<file path="src/rtl/mult_div_sequencer_if.sv">
// Handshake bundle between Control, the mult/div sequencer and the mult_div unit.
// The slave side is the sequencer; the master side drives requests and unit status.
interface mult_div_sequencer_if #(
  parameter int CNT_W = 6
);
  logic             start;
  logic             op;
  logic             done;
  logic             div_by0;
  logic             hd_control;
  logic             op_q;
  logic             hi_write;
  logic             lo_write;
  logic             busy;
  logic             finish;
  logic             div0_excp;
  logic             timeout_err;
  logic [CNT_W-1:0] cycles;

  modport master (
    output start, op, done, div_by0,
    input  hd_control, op_q, hi_write, lo_write, busy, finish,
           div0_excp, timeout_err, cycles
  );

  modport slave (
    input  start, op, done, div_by0,
    output hd_control, op_q, hi_write, lo_write, busy, finish,
           div0_excp, timeout_err, cycles
  );
endinterface

</file>
<file path="src/rtl/mult_div_sequencer.sv">
// Sequences one MULT/DIV through mult_div: start strobe, bounded wait for Done,
// HI/LO commit, and one-cycle divide-by-zero / timeout exception pulses.
module mult_div_sequencer #(
  parameter int TIMEOUT = 40,
  parameter int CNT_W   = 6
) (
  input  logic                 clock,
  input  logic                 reset,
  mult_div_sequencer_if.slave  bus
);

  typedef enum logic [2:0] {
    ST_IDLE   = 3'd0,
    ST_LAUNCH = 3'd1,
    ST_WAIT   = 3'd2,
    ST_WRITE  = 3'd3,
    ST_EXCP   = 3'd4,
    ST_TOERR  = 3'd5
  } state_t;

  state_t           state_q, state_d;
  logic [CNT_W-1:0] cnt_q, cnt_d;
  logic [CNT_W-1:0] cycles_q, cycles_d;
  logic             op_lat_q, op_lat_d;
  logic             hd_control_q, hd_control_d;
  logic             hi_write_q, hi_write_d;
  logic             lo_write_q, lo_write_d;
  logic             busy_q, busy_d;
  logic             finish_q, finish_d;
  logic             div0_excp_q, div0_excp_d;
  logic             timeout_err_q, timeout_err_d;

  // Next-state, counter and latched-op logic.
  always_comb begin
    state_d  = state_q;
    cnt_d    = cnt_q;
    cycles_d = cycles_q;
    op_lat_d = op_lat_q;
    case (state_q)
      ST_IDLE: begin
        if (bus.start) begin
          state_d  = ST_LAUNCH;
          op_lat_d = bus.op;
          cnt_d    = {CNT_W{1'b0}};
        end else begin
          state_d  = ST_IDLE;
        end
      end
      ST_LAUNCH: begin
        state_d = ST_WAIT;
      end
      ST_WAIT: begin
        cnt_d = cnt_q + CNT_W'(1);
        // div_by0 only matters for DIV and outranks a simultaneous done.
        if (op_lat_q && bus.div_by0) begin
          state_d = ST_EXCP;
        end else if (bus.done) begin
          state_d = ST_WRITE;
        end else if (cnt_q == CNT_W'(TIMEOUT - 1)) begin
          state_d = ST_TOERR;
        end else begin
          state_d = ST_WAIT;
        end
        if (state_d != ST_WAIT) begin
          cycles_d = cnt_q + CNT_W'(1);
        end else begin
          cycles_d = cycles_q;
        end
      end
      ST_WRITE, ST_EXCP, ST_TOERR: begin
        state_d = ST_IDLE;
      end
      default: begin
        state_d = ST_IDLE;
      end
    endcase
  end

  // Output decode from the upcoming state so every output leaves a flop.
  always_comb begin
    hd_control_d  = 1'b0;
    hi_write_d    = 1'b0;
    lo_write_d    = 1'b0;
    finish_d      = 1'b0;
    div0_excp_d   = 1'b0;
    timeout_err_d = 1'b0;
    busy_d        = (state_d != ST_IDLE);
    case (state_d)
      ST_LAUNCH: hd_control_d = 1'b1;
      ST_WRITE: begin
        hi_write_d = 1'b1;
        lo_write_d = 1'b1;
        finish_d   = 1'b1;
      end
      ST_EXCP: begin
        div0_excp_d = 1'b1;
        finish_d    = 1'b1;
      end
      ST_TOERR: begin
        timeout_err_d = 1'b1;
        finish_d      = 1'b1;
      end
      default: begin
        hd_control_d = 1'b0;
      end
    endcase
  end

  // State, counters and output registers; reset clears everything at once.
  always_ff @(posedge clock or negedge reset) begin
    if (!reset) begin
      state_q       <= ST_IDLE;
      cnt_q         <= {CNT_W{1'b0}};
      cycles_q      <= {CNT_W{1'b0}};
      op_lat_q      <= 1'b0;
      hd_control_q  <= 1'b0;
      hi_write_q    <= 1'b0;
      lo_write_q    <= 1'b0;
      busy_q        <= 1'b0;
      finish_q      <= 1'b0;
      div0_excp_q   <= 1'b0;
      timeout_err_q <= 1'b0;
    end else begin
      state_q       <= state_d;
      cnt_q         <= cnt_d;
      cycles_q      <= cycles_d;
      op_lat_q      <= op_lat_d;
      hd_control_q  <= hd_control_d;
      hi_write_q    <= hi_write_d;
      lo_write_q    <= lo_write_d;
      busy_q        <= busy_d;
      finish_q      <= finish_d;
      div0_excp_q   <= div0_excp_d;
      timeout_err_q <= timeout_err_d;
    end
  end

  assign bus.hd_control  = hd_control_q;
  assign bus.op_q        = op_lat_q;
  assign bus.hi_write    = hi_write_q;
  assign bus.lo_write    = lo_write_q;
  assign bus.busy        = busy_q;
  assign bus.finish      = finish_q;
  assign bus.div0_excp   = div0_excp_q;
  assign bus.timeout_err = timeout_err_q;
  assign bus.cycles      = cycles_q;

endmodule

</file>
<file path="src/flat_wrapper.sv">
// flat-port wrapper written by rule: the top's interface ports become plain ports
module mult_div_sequencer_flat 
#(
  parameter int TIMEOUT = 40,
  parameter int CNT_W   = 6
)
  (clock, reset, bus_start, bus_op, bus_done, bus_div_by0, bus_hd_control, bus_op_q, bus_hi_write, bus_lo_write, bus_busy, bus_finish, bus_div0_excp, bus_timeout_err, bus_cycles);
  mult_div_sequencer_if #(.CNT_W(CNT_W)) bus_i ();
  input  logic clock;
  input  logic reset;
  input wire logic [$bits(bus_i.start)-1:0] bus_start;
  input wire logic [$bits(bus_i.op)-1:0] bus_op;
  input wire logic [$bits(bus_i.done)-1:0] bus_done;
  input wire logic [$bits(bus_i.div_by0)-1:0] bus_div_by0;
  output wire logic [$bits(bus_i.hd_control)-1:0] bus_hd_control;
  output wire logic [$bits(bus_i.op_q)-1:0] bus_op_q;
  output wire logic [$bits(bus_i.hi_write)-1:0] bus_hi_write;
  output wire logic [$bits(bus_i.lo_write)-1:0] bus_lo_write;
  output wire logic [$bits(bus_i.busy)-1:0] bus_busy;
  output wire logic [$bits(bus_i.finish)-1:0] bus_finish;
  output wire logic [$bits(bus_i.div0_excp)-1:0] bus_div0_excp;
  output wire logic [$bits(bus_i.timeout_err)-1:0] bus_timeout_err;
  output wire logic [$bits(bus_i.cycles)-1:0] bus_cycles;
  assign bus_i.start = bus_start;
  assign bus_i.op = bus_op;
  assign bus_i.done = bus_done;
  assign bus_i.div_by0 = bus_div_by0;
  assign bus_hd_control = bus_i.hd_control;
  assign bus_op_q = bus_i.op_q;
  assign bus_hi_write = bus_i.hi_write;
  assign bus_lo_write = bus_i.lo_write;
  assign bus_busy = bus_i.busy;
  assign bus_finish = bus_i.finish;
  assign bus_div0_excp = bus_i.div0_excp;
  assign bus_timeout_err = bus_i.timeout_err;
  assign bus_cycles = bus_i.cycles;
  mult_div_sequencer #(.TIMEOUT(TIMEOUT), .CNT_W(CNT_W)) u_core (.clock(clock), .reset(reset), .bus(bus_i));
endmodule
</file>
<file path="config.mk">
export PLATFORM = sky130hd
export DESIGN_NAME = mult_div_sequencer_flat
export DESIGN_NICKNAME = d
export VERILOG_FILES = /design/src/rtl/mult_div_sequencer_if.sv /design/src/rtl/mult_div_sequencer.sv /design/src/flat_wrapper.sv
export SDC_FILE = /design/constraint.sdc
export NUM_CORES = 1
export LEC_CHECK = 0
export CAP_MARGIN = 20
export CELL_PAD_IN_SITES_DETAIL_PLACEMENT = 0
export CELL_PAD_IN_SITES_GLOBAL_PLACEMENT = 1
export CORE_ASPECT_RATIO = 0.8
export CORE_MARGIN = 2
export CORE_UTILIZATION = 39
export CTS_CLUSTER_SIZE = 20
export DETAILED_ROUTE_END_ITERATION = 7
export HOLD_SLACK_MARGIN = 0.06
export MAX_ROUTING_LAYER = met4
export PLACE_DENSITY_LB_ADDON = 0.1
export SKIP_LAST_GASP = 1
export SLEW_MARGIN = 20
export SYNTH_ARGS = -nofsm -noshare
export SYNTH_HDL_FRONTEND = slang
export SYNTH_SLANG_ARGS = --single-unit
export TNS_END_PERCENT = 100
</file>
<file path="constraint.sdc">
create_clock -name clock -period 1.9 [get_ports clock]
set_clock_uncertainty 0.2 [all_clocks]
set_input_delay 0.285 -clock clock [delete_from_list [all_inputs] [get_ports clock]]
set_output_delay 0.285 -clock clock [all_outputs]
set_load 0.02 [all_outputs]
</file>
After elaboration in Yosys (flattened, before gate mapping). Cells that the tools add are included.

Shift-type cells: 0. Order comparisons: 0. Bitwise logic cells: 0. $add $sub $neg: 1. Muxes and demuxes: 13. Divide/modulo/power cells: 0. Equal/unequal tests: 9. Multipliers: 0. Reduce and logical (&&, ||, !) cells: 8.

Operator list (count): 2-to-1 mux 3 bit (4); case mux 6 bit (2 select lines) (1); case mux 3 bit (3 select lines) (1); adder 6 x 1 -> 6 bit (second input constant) (1); equality test 3 x 1 -> 1 bit (second input constant) (2); equality test 3 x 2 -> 1 bit (second input constant) (2); equality test 3 bit (second input constant) (2); equality test 6 bit (second input constant) (1); 2-to-1 mux 1 bit (6); 2-to-1 mux 6 bit (1); AND reduction 2 bit (3); zero test 3 bit (1); inequality test 3 x 2 -> 1 bit (second input constant) (1); nonzero test 3 bit (1); OR reduction 3 bit (1); inequality test 2 bit (second input constant) (1); nonzero test 2 bit (1); logical AND 1 bit (1).

Bits in latches: 0. Bits of input ports: 6. Bits in read-only memories: 0. Output and inout port bits: 14. Bits in registers: 22. Memories kept: 0. Word-level logic and storage cells: 41. Memory bits (writable): 0.

Longest topological paths before layout. Gate-level depths: netlist of the first run.

Depth in word-level cells: 9. Depth in mapped cells: 5. Depth with buffers taken out: 5.

Worst setup path after synthesis of the first run. Ideal clock, no wire load.

Kind: register to register. From: register u_core.cnt_q[0]. To: register u_core.cycles_q[1] (netlist: u_core.bus.cycles[1]). Stages on the path, launching flop included: 6. Data required time: 1.575 ns. Setup time: 0.125 ns. Slack: 0.154 ns. Buffers on the path: 0. Clock period less this slack: 1.746 ns. Arrival: 1.421 ns. Cells stage by stage: dfrtp_1 ha_1 nand4b_1 nor2_2 o21ai_4 mux2_4.

Longest elaborated chain between the ends: 7. Elaborated cells between the ends (all ways): 8. Those cells by class: add/sub: 1; eq/ne: 2; mux: 4; reduce/logical: 1.

RTL lines: start: declaration (line mult_div_sequencer.sv:22) `logic [CNT_W-1:0] cnt_q, cnt_d;`; start signal: assignment (line mult_div_sequencer.sv:113) `cnt_q <= {CNT_W{1'b0}};`; start signal: assignment (line mult_div_sequencer.sv:125) `cnt_q <= cnt_d;`; equality test 6 bit (line mult_div_sequencer.sv:59) `end else if (cnt_q == CNT_W'(TIMEOUT - 1)) begin`; 2-to-1 mux 3 bit (line mult_div_sequencer.sv:59); 2-to-1 mux 3 bit (line mult_div_sequencer.sv:57) `end else if (bus.done) begin`; 2-to-1 mux 3 bit (line mult_div_sequencer.sv:55) `if (op_lat_q && bus.div_by0) begin`; 2-to-1 mux 3 bit (line mult_div_sequencer.sv:39) `case (state_q)`; inequality test 3 x 2 -> 1 bit (line mult_div_sequencer.sv:64) `if (state_d != ST_WAIT) begin`; AND reduction 2 bit (no line); end signal: assignment (line mult_div_sequencer.sv:114) `cycles_q <= {CNT_W{1'b0}};`; end signal: assignment (line mult_div_sequencer.sv:126) `cycles_q <= cycles_d;`; end: declaration (line mult_div_sequencer.sv:23) `logic [CNT_W-1:0] cycles_q, cycles_d;`.

Parallel ways exist; a longest one is shown, timed or not. The select of a mux whose other input is x is not followed. A chain may end at the register's enable or synchronous reset.

Worst setup path in the final report of the first run.
From: register u_core.op_lat_q (netlist: u_core.bus.op_q). To: output port bus_op_q.

RTL lines: start: declaration (line mult_div_sequencer.sv:24) `logic op_lat_q, op_lat_d;`; start signal: assignment (line mult_div_sequencer.sv:127) `op_lat_q <= op_lat_d;`; end: declaration (line flat_wrapper.sv:16) `output wire logic [$bits(bus_i.op_q)-1:0] bus_op_q;`.

No word-level cell between the ends.

==> impl_metrics.toml, run 1 <==
[power]
intPower_mw = 1.103
p_comb_share_pct = 44.8
p_seq_share_pct = 40.3
power.density_nw_per_um2 = 1334
power.switching_mw = 0.6105
leakage_nw = 0.5972
switching_share_pct = 35.64
peakVddDrop_mv = 0.5020
pwr-share-clk_pct = 14.8

[worst_setup_path]
startpoint_type = "flip-flop"
cp_cell_sequence = "clkdlybuf4s50_1"
critical_path_buf_inv_count = 1
crit_fanout = 3
max_stage_delay_ns = 0.62
slowest_stage = "clkdlybuf4s50_1"
critPathRequiredTime_ns = 1.41
cp-end-kind = "output port"
worstPathArrival_ns = 1.31
cp_top_family = "buffers and inverters"
rrSetupSlack_ns = 0.19
critPathKind = "flip-flop to output port"

[cells_and_area]
fin_nets = 115
fillers = 236
multi_input_area_um2 = 409.1
drive_above_1_share_pct = 20.56
design_area_um2 = 1284
antenna_cells = 0
fin_cells = 143
seqCellArea_um2 = 550.5
areaGrowthSynthToFinish_pct = 30.70

[routing]
vias = 658
drtIter0Drc = 16
top_layer = "met4"
avgRoutedWirePerCell_um = 11.83
met1Wirelength_um = 875
wl_met2_um = 687
drtAntennaViolNets = 0
post_drt_via_cell_ratio = 4.601
routed_wl_um = 1692
drc = 0
met3_length_um = 121
drt-pass1-iter-count = 4

[floorplan]
core_area_um2 = 2422
die_w_um = 60.11
start_util_pct = 40.55
die_area_um2 = 2938
io_pins = 20
fp-row-count = 16
fp.dieH_um = 48.89

[synthesis]
ys_seq_area_share_pct = 56.05
synth_warnings = 0
syn-num-nets = 87
synthCells = 80
avgSynthCellArea_um2 = 12.28
synth-seq-cells = 22
syn_area_um2 = 982.2
synth.distinct_cells = 28

[flow_run]
cap_violations = 0

[clock_tree]
cts_tree = "done"
clock_latency_ns = 0.31
cts_hold_buf = 0
post_cts_resized = 0
postCtsSetupRepairBufs = 0
cts.sinks = 22
cts_root_buf = "clkbuf_4"
cts_buffers = 3
clockBufferDepth = 2
path_clk_slew_ns = 0.12
cts_max_level = 1

[grt]
grt_max_degree = 23
antenna_found_initial = 0
grt_pass1_wl_um = 2987
globalRoute.totalOverflow = 0
grt_pass1_vias = 602
grt_usage_pct = 13.90

[run_status]
status = "complete, no violations"

[sta]
tightest_slew_ns = 0.4484
finalSetupViolCount = 0
fin_hold_ws_ns = 0.1059
fmax_mhz = 558.5
min_period_ns = 1.790
hold_violations = 0
rsz0062_at_grt = "false"
period_share_pct = 94.23
finalMaxSlewViolations = 0
slew_headroom_pct = 70.08

[placed_design]
place.gp.congestion = 0.7618
port_buffers = 19
dpl-instance-area_um2 = 1247
dp_hpwl_um = 1274
dpl.cell_count = 139

[worst_hold_path]
hold_class = "input pin to asynchronous set/reset pin"
-- area by class of cell --
class / count / area share, %
timing repair buffer: 24 / 17.74
inverter: 4 / 1.170
sequential: 22 / 42.89
clock buffer: 4 / 2.827
tap: 36 / 3.509
multi-input combinational: 53 / 31.87
-- final timing paths --
kind / startpoint / end / depth (start not counted)
worst min register to register: u_core.bus.cycles[1]$_DFFE_PN0P_ / u_core.bus.cycles[1]$_DFFE_PN0P_ / 1
worst max register to register: u_core.state_q[0]$_DFF_PN0_ / u_core.bus.cycles[1]$_DFFE_PN0P_ / 3
min in group clock: u_core.bus.cycles[1]$_DFFE_PN0P_ / u_core.bus.cycles[1]$_DFFE_PN0P_ / 1
worst max-delay path: u_core.bus.op_q$_DFFE_PN0P_ / bus_op_q / 1
max in group asynchronous: reset / u_core.state_q[0]$_DFF_PN0_ / 2
worst min-delay path: reset / u_core.bus.timeout_err$_DFF_PN0_ / 2
-- routing by layer --
metal | vias to the layer above | track usage [%]
met2 | 25 | 17.39
met1 | 303 | 21.71
met3 | 2 | 5.836
met5 | - | -
li1 | 328 | -
met4 | 0 | 1.111
-- metrics by stage --
stage | setup slack, ns | TNS, ns | power, mW | util (%)
after floorplan | 0.1538 | 0 | 1.184 | -
after CTS | 0.08449 | 0 | 1.735 | 53.00
after global routing | 0.03272 | 0 | 1.852 | 53.00
after global placement | 0.04061 | 0 | 1.476 | 51.50
after detailed placement | -0.004399 | -0.004399 | 1.479 | 51.50
final | 0.1095 | 0 | 1.713 | 53.00
-- synth_stat cells, drive strengths merged --
master / count / area, um^2
nor4b: 1 / 23.77
a21oi: 2 / 10.01
a21o: 1 / 7.510
ha: 1 / 12.51
xor2: 1 / 8.760
nor3b: 2 / 26.28
nor2: 8 / 35.03
nand2: 9 / 33.78
buf: 1 / 7.510
dfrtp: 22 / 550.5
a22o: 1 / 10.01
o21bai: 2 / 15.01
o31ai: 2 / 15.01
or3: 1 / 7.510
nand4b: 1 / 8.760
xnor2: 3 / 26.28
mux2i: 3 / 30.03
inv: 4 / 15.01
o21ai: 5 / 36.29
a31o: 1 / 8.760
and2: 2 / 12.51
mux2: 5 / 71.32
nand3: 2 / 10.01
-- flip-flops by register name (all words and copies together) (netlist names) --
name,flops
u_core.bus.op_q,1
u_core.bus.div0_excp,1
u_core.bus.timeout_err,1
u_core.cnt_q,6
u_core.bus.busy,1
u_core.bus.finish,1
u_core.state_q,3
u_core.bus.cycles,6
u_core.bus.hd_control,1
u_core.bus.hi_write,1
-- power by group through the flow --
stage | clock [mW] | combinational (mW) | sequential, mW
finish | 0.254 | 0.768 | 0.691
global route | 0.286 | 0.853 | 0.713
CTS | 0.261 | 0.779 | 0.695
detailed placement | 0 | 0.775 | 0.704
global placement | 0 | 0.778 | 0.699
floorplan | 0 | 0.389 | 0.795
-- logic make-up (layout without fill, tap and decap cells) --
logic type | after synthesis | in the layout | synth area share, %
AOI/OAI and AO/OA | 14 | 14 | 10.45
xor gates and xnor gates | 4 | 4 | 3.568
adders and majority gates | 1 | 1 | 1.274
buffers and inverters | 5 | 32 | 2.293
DFF | 22 | 22 | 56.05
muxes | 8 | 8 | 10.32
and+or+nand+nor | 26 | 26 | 16.05
-- cells in the final DEF, fill, tap and decap left out --
cell / n
dfrtp_1: 22
clkdlybuf4s50_1: 19
nand2_1: 9
nor2_1: 6
buf_4: 5
inv_1: 4
mux2_4: 4
mux2i_1: 3
xnor2_1: 3
clkbuf_4: 3
nor2_2: 2
o21bai_1: 2
a21oi_1: 2
nand3_1: 2
and2_0: 2
o21ai_1: 2
o31ai_1: 2
o21ai_0: 2
nor3b_4: 1
nand4b_1: 1
nor4b_4: 1
nor3b_1: 1
a31o_2: 1
o21ai_4: 1
or3_2: 1
xor2_1: 1
a21o_1: 1
a22o_2: 1
mux2_2: 1
ha_1: 1
clkbuf_8: 1
No activity file was read; power rests on OpenSTA's default activity.
==> inputs of run 2 (changes only) <==
Settings changed: CORE_MARGIN 2 to 4.
==> impl_metrics.toml, run 2 (synthesis results as in run 1) <==
[clock_tree]
cts_max_level = 1
cts_root_buf = "clkbuf_4"
cts_hold_buf = 0
post_cts_resized = 0
cts_buffers = 3
path_clk_slew_ns = 0.11
clockBufferDepth = 2
cts_tree = "done"
clock_latency_ns = 0.30
cts.sinks = 22
postCtsSetupRepairBufs = 0

[worst_setup_path]
slowest_stage = "clkdlybuf4s50_1"
critical_path_buf_inv_count = 1
cp-end-kind = "output port"
critPathRequiredTime_ns = 1.41
worst-path-stages = 1
startpoint_type = "flip-flop"
critPathKind = "flip-flop to output port"
cp_cell_sequence = "clkdlybuf4s50_1"
max_stage_delay_ns = 0.61
cp_top_family = "buffers and inverters"
crit_fanout = 3
ff2ff_path_depth = 5
worstPathArrival_ns = 1.30

[routing]
routed_wl_um = 1786
drtAntennaViolNets = 0
drt-pass1-iter-count = 4
post_drt_via_cell_ratio = 4.790
avgRoutedWirePerCell_um = 12.49
drc = 0
vias = 685
drtIter0Drc = 11

[placed_design]
dp_slack_ns = -0.08355
place.gp.congestion = 0.8533
dp_hpwl_um = 1319
dpl.cell_count = 140
port_buffers = 19

[sta]
rsz0062_at_grt = "false"
fmax_mhz = 561.5
finalSetupTns_ns = 0
min_period_ns = 1.781
tightest_slew_ns = 0.4493
finalSetupViolCount = 0
slew_headroom_pct = 70.02
hold_violations = 0
finalMaxSlewViolations = 0
period_share_pct = 93.73
worst_slack_ns = 0.1191

[worst_hold_path]
hold_class = "input pin to asynchronous set/reset pin"

[grt]
antenna_found_initial = 0
grt_pass1_wl_um = 3118
grt_usage_pct = 12.21
globalRoute.totalOverflow = 0
grt_pass1_vias = 679
grt_max_degree = 23

[cells_and_area]
fillers = 203
antenna_cells = 0
areaGrowthSynthToFinish_pct = 31.34
final_util_pct = 56.80
multi_input_area_um2 = 409.1
final_cell_mix = "22 x dfrtp_1, 19 x clkdlybuf4s50_1, 9 x nand2_1"
seqCellArea_um2 = 550.5
drive_above_1_share_pct = 22.02
layout_commonest_cell = "dfrtp_1"
fin_cells = 143
fin_nets = 118

[floorplan]
fp-row-count = 15
start_util_pct = 43.25
die_w_um = 64.11
die_area_um2 = 3390
fp.dieH_um = 52.89
io_pins = 20
core_area_um2 = 2271

[power]
peakVddDrop_mv = 0.5699
total_power_mw = 1.685
power.density_nw_per_um2 = 1306
leakage_nw = 0.6047

[flow_run]
cap_violations = 0

[run_status]
status = "complete, no violations"
==> run 2: cell types whose count changed in the layout (fill, tap and decap cells not counted) <==
cell / previous run / this run
buf_4: 5 / 8
clkbuf_8: 1 / 0
==> run 2: per-stage QoR <==
| step | instance area, um^2 | hold slack (ns) |
|---|---|---|
| floorplan | 982.2 | -0.2106 |
| global placement | 1267 | 0.2941 |
| detailed placement | 1267 | 0.3012 |
| CTS | 1290 | 0.1173 |
| global route | 1290 | 0.1245 |
| finish | 1290 | 0.1123 |
==> run 2: cell type report <==
type	count	area share [%]
Sequential cell	22	42.68
Multi-Input combinational cell	53	31.72
Timing Repair Buffer	27	19.40
Tap cell	34	3.298
Clock buffer	3	1.746
Inverter	4	1.164
==> run 2: worst paths after layout <==
path / endpoint / slack (ns) / startpoint
max: bus_op_q / 0.12 / u_core.bus.op_q$_DFFE_PN0P_
min: u_core.bus.hi_write$_DFF_PN0_ / 0.11 / reset
max reg2reg: u_core.bus.cycles[2]$_DFFE_PN0P_ / 0.13 / u_core.cnt_q[1]$_DFFE_PN0P_
min reg2reg: u_core.bus.cycles[4]$_DFFE_PN0P_ / 0.32 / u_core.bus.cycles[4]$_DFFE_PN0P_
max in group asynchronous: u_core.bus.cycles[3]$_DFFE_PN0P_ / 1.17 / reset
min in group clock: u_core.bus.cycles[4]$_DFFE_PN0P_ / 0.32 / u_core.bus.cycles[4]$_DFFE_PN0P_
==> run 2: routing by layer <==
| layer | part of all wire, % | vias up | track usage [%] |
|---|---|---|---|
| met2 | 42 | 27 | 18.52 |
| met5 | 0 | - | - |
| met4 | 1.1 | 0 | 1.754 |
| met1 | 48 | 315 | 16.29 |
| li1 | - | 339 | - |
| met3 | 9.3 | 4 | 4.246 |
==> run 2: report_power, final <==
group | switching (mW) | total [mW] | internal, mW
sequential | 0.0965 | 0.691 | 0.594
clock | 0.130 | 0.204 | 0.0740
combinational | 0.390 | 0.790 | 0.400
==> inputs of run 3 (changes only) <==
Settings changed: CTS_CLUSTER_SIZE 20 to 12.
==> results of run 3 <==
No change in the layout: final DEF, timing and power equal those of run 2.
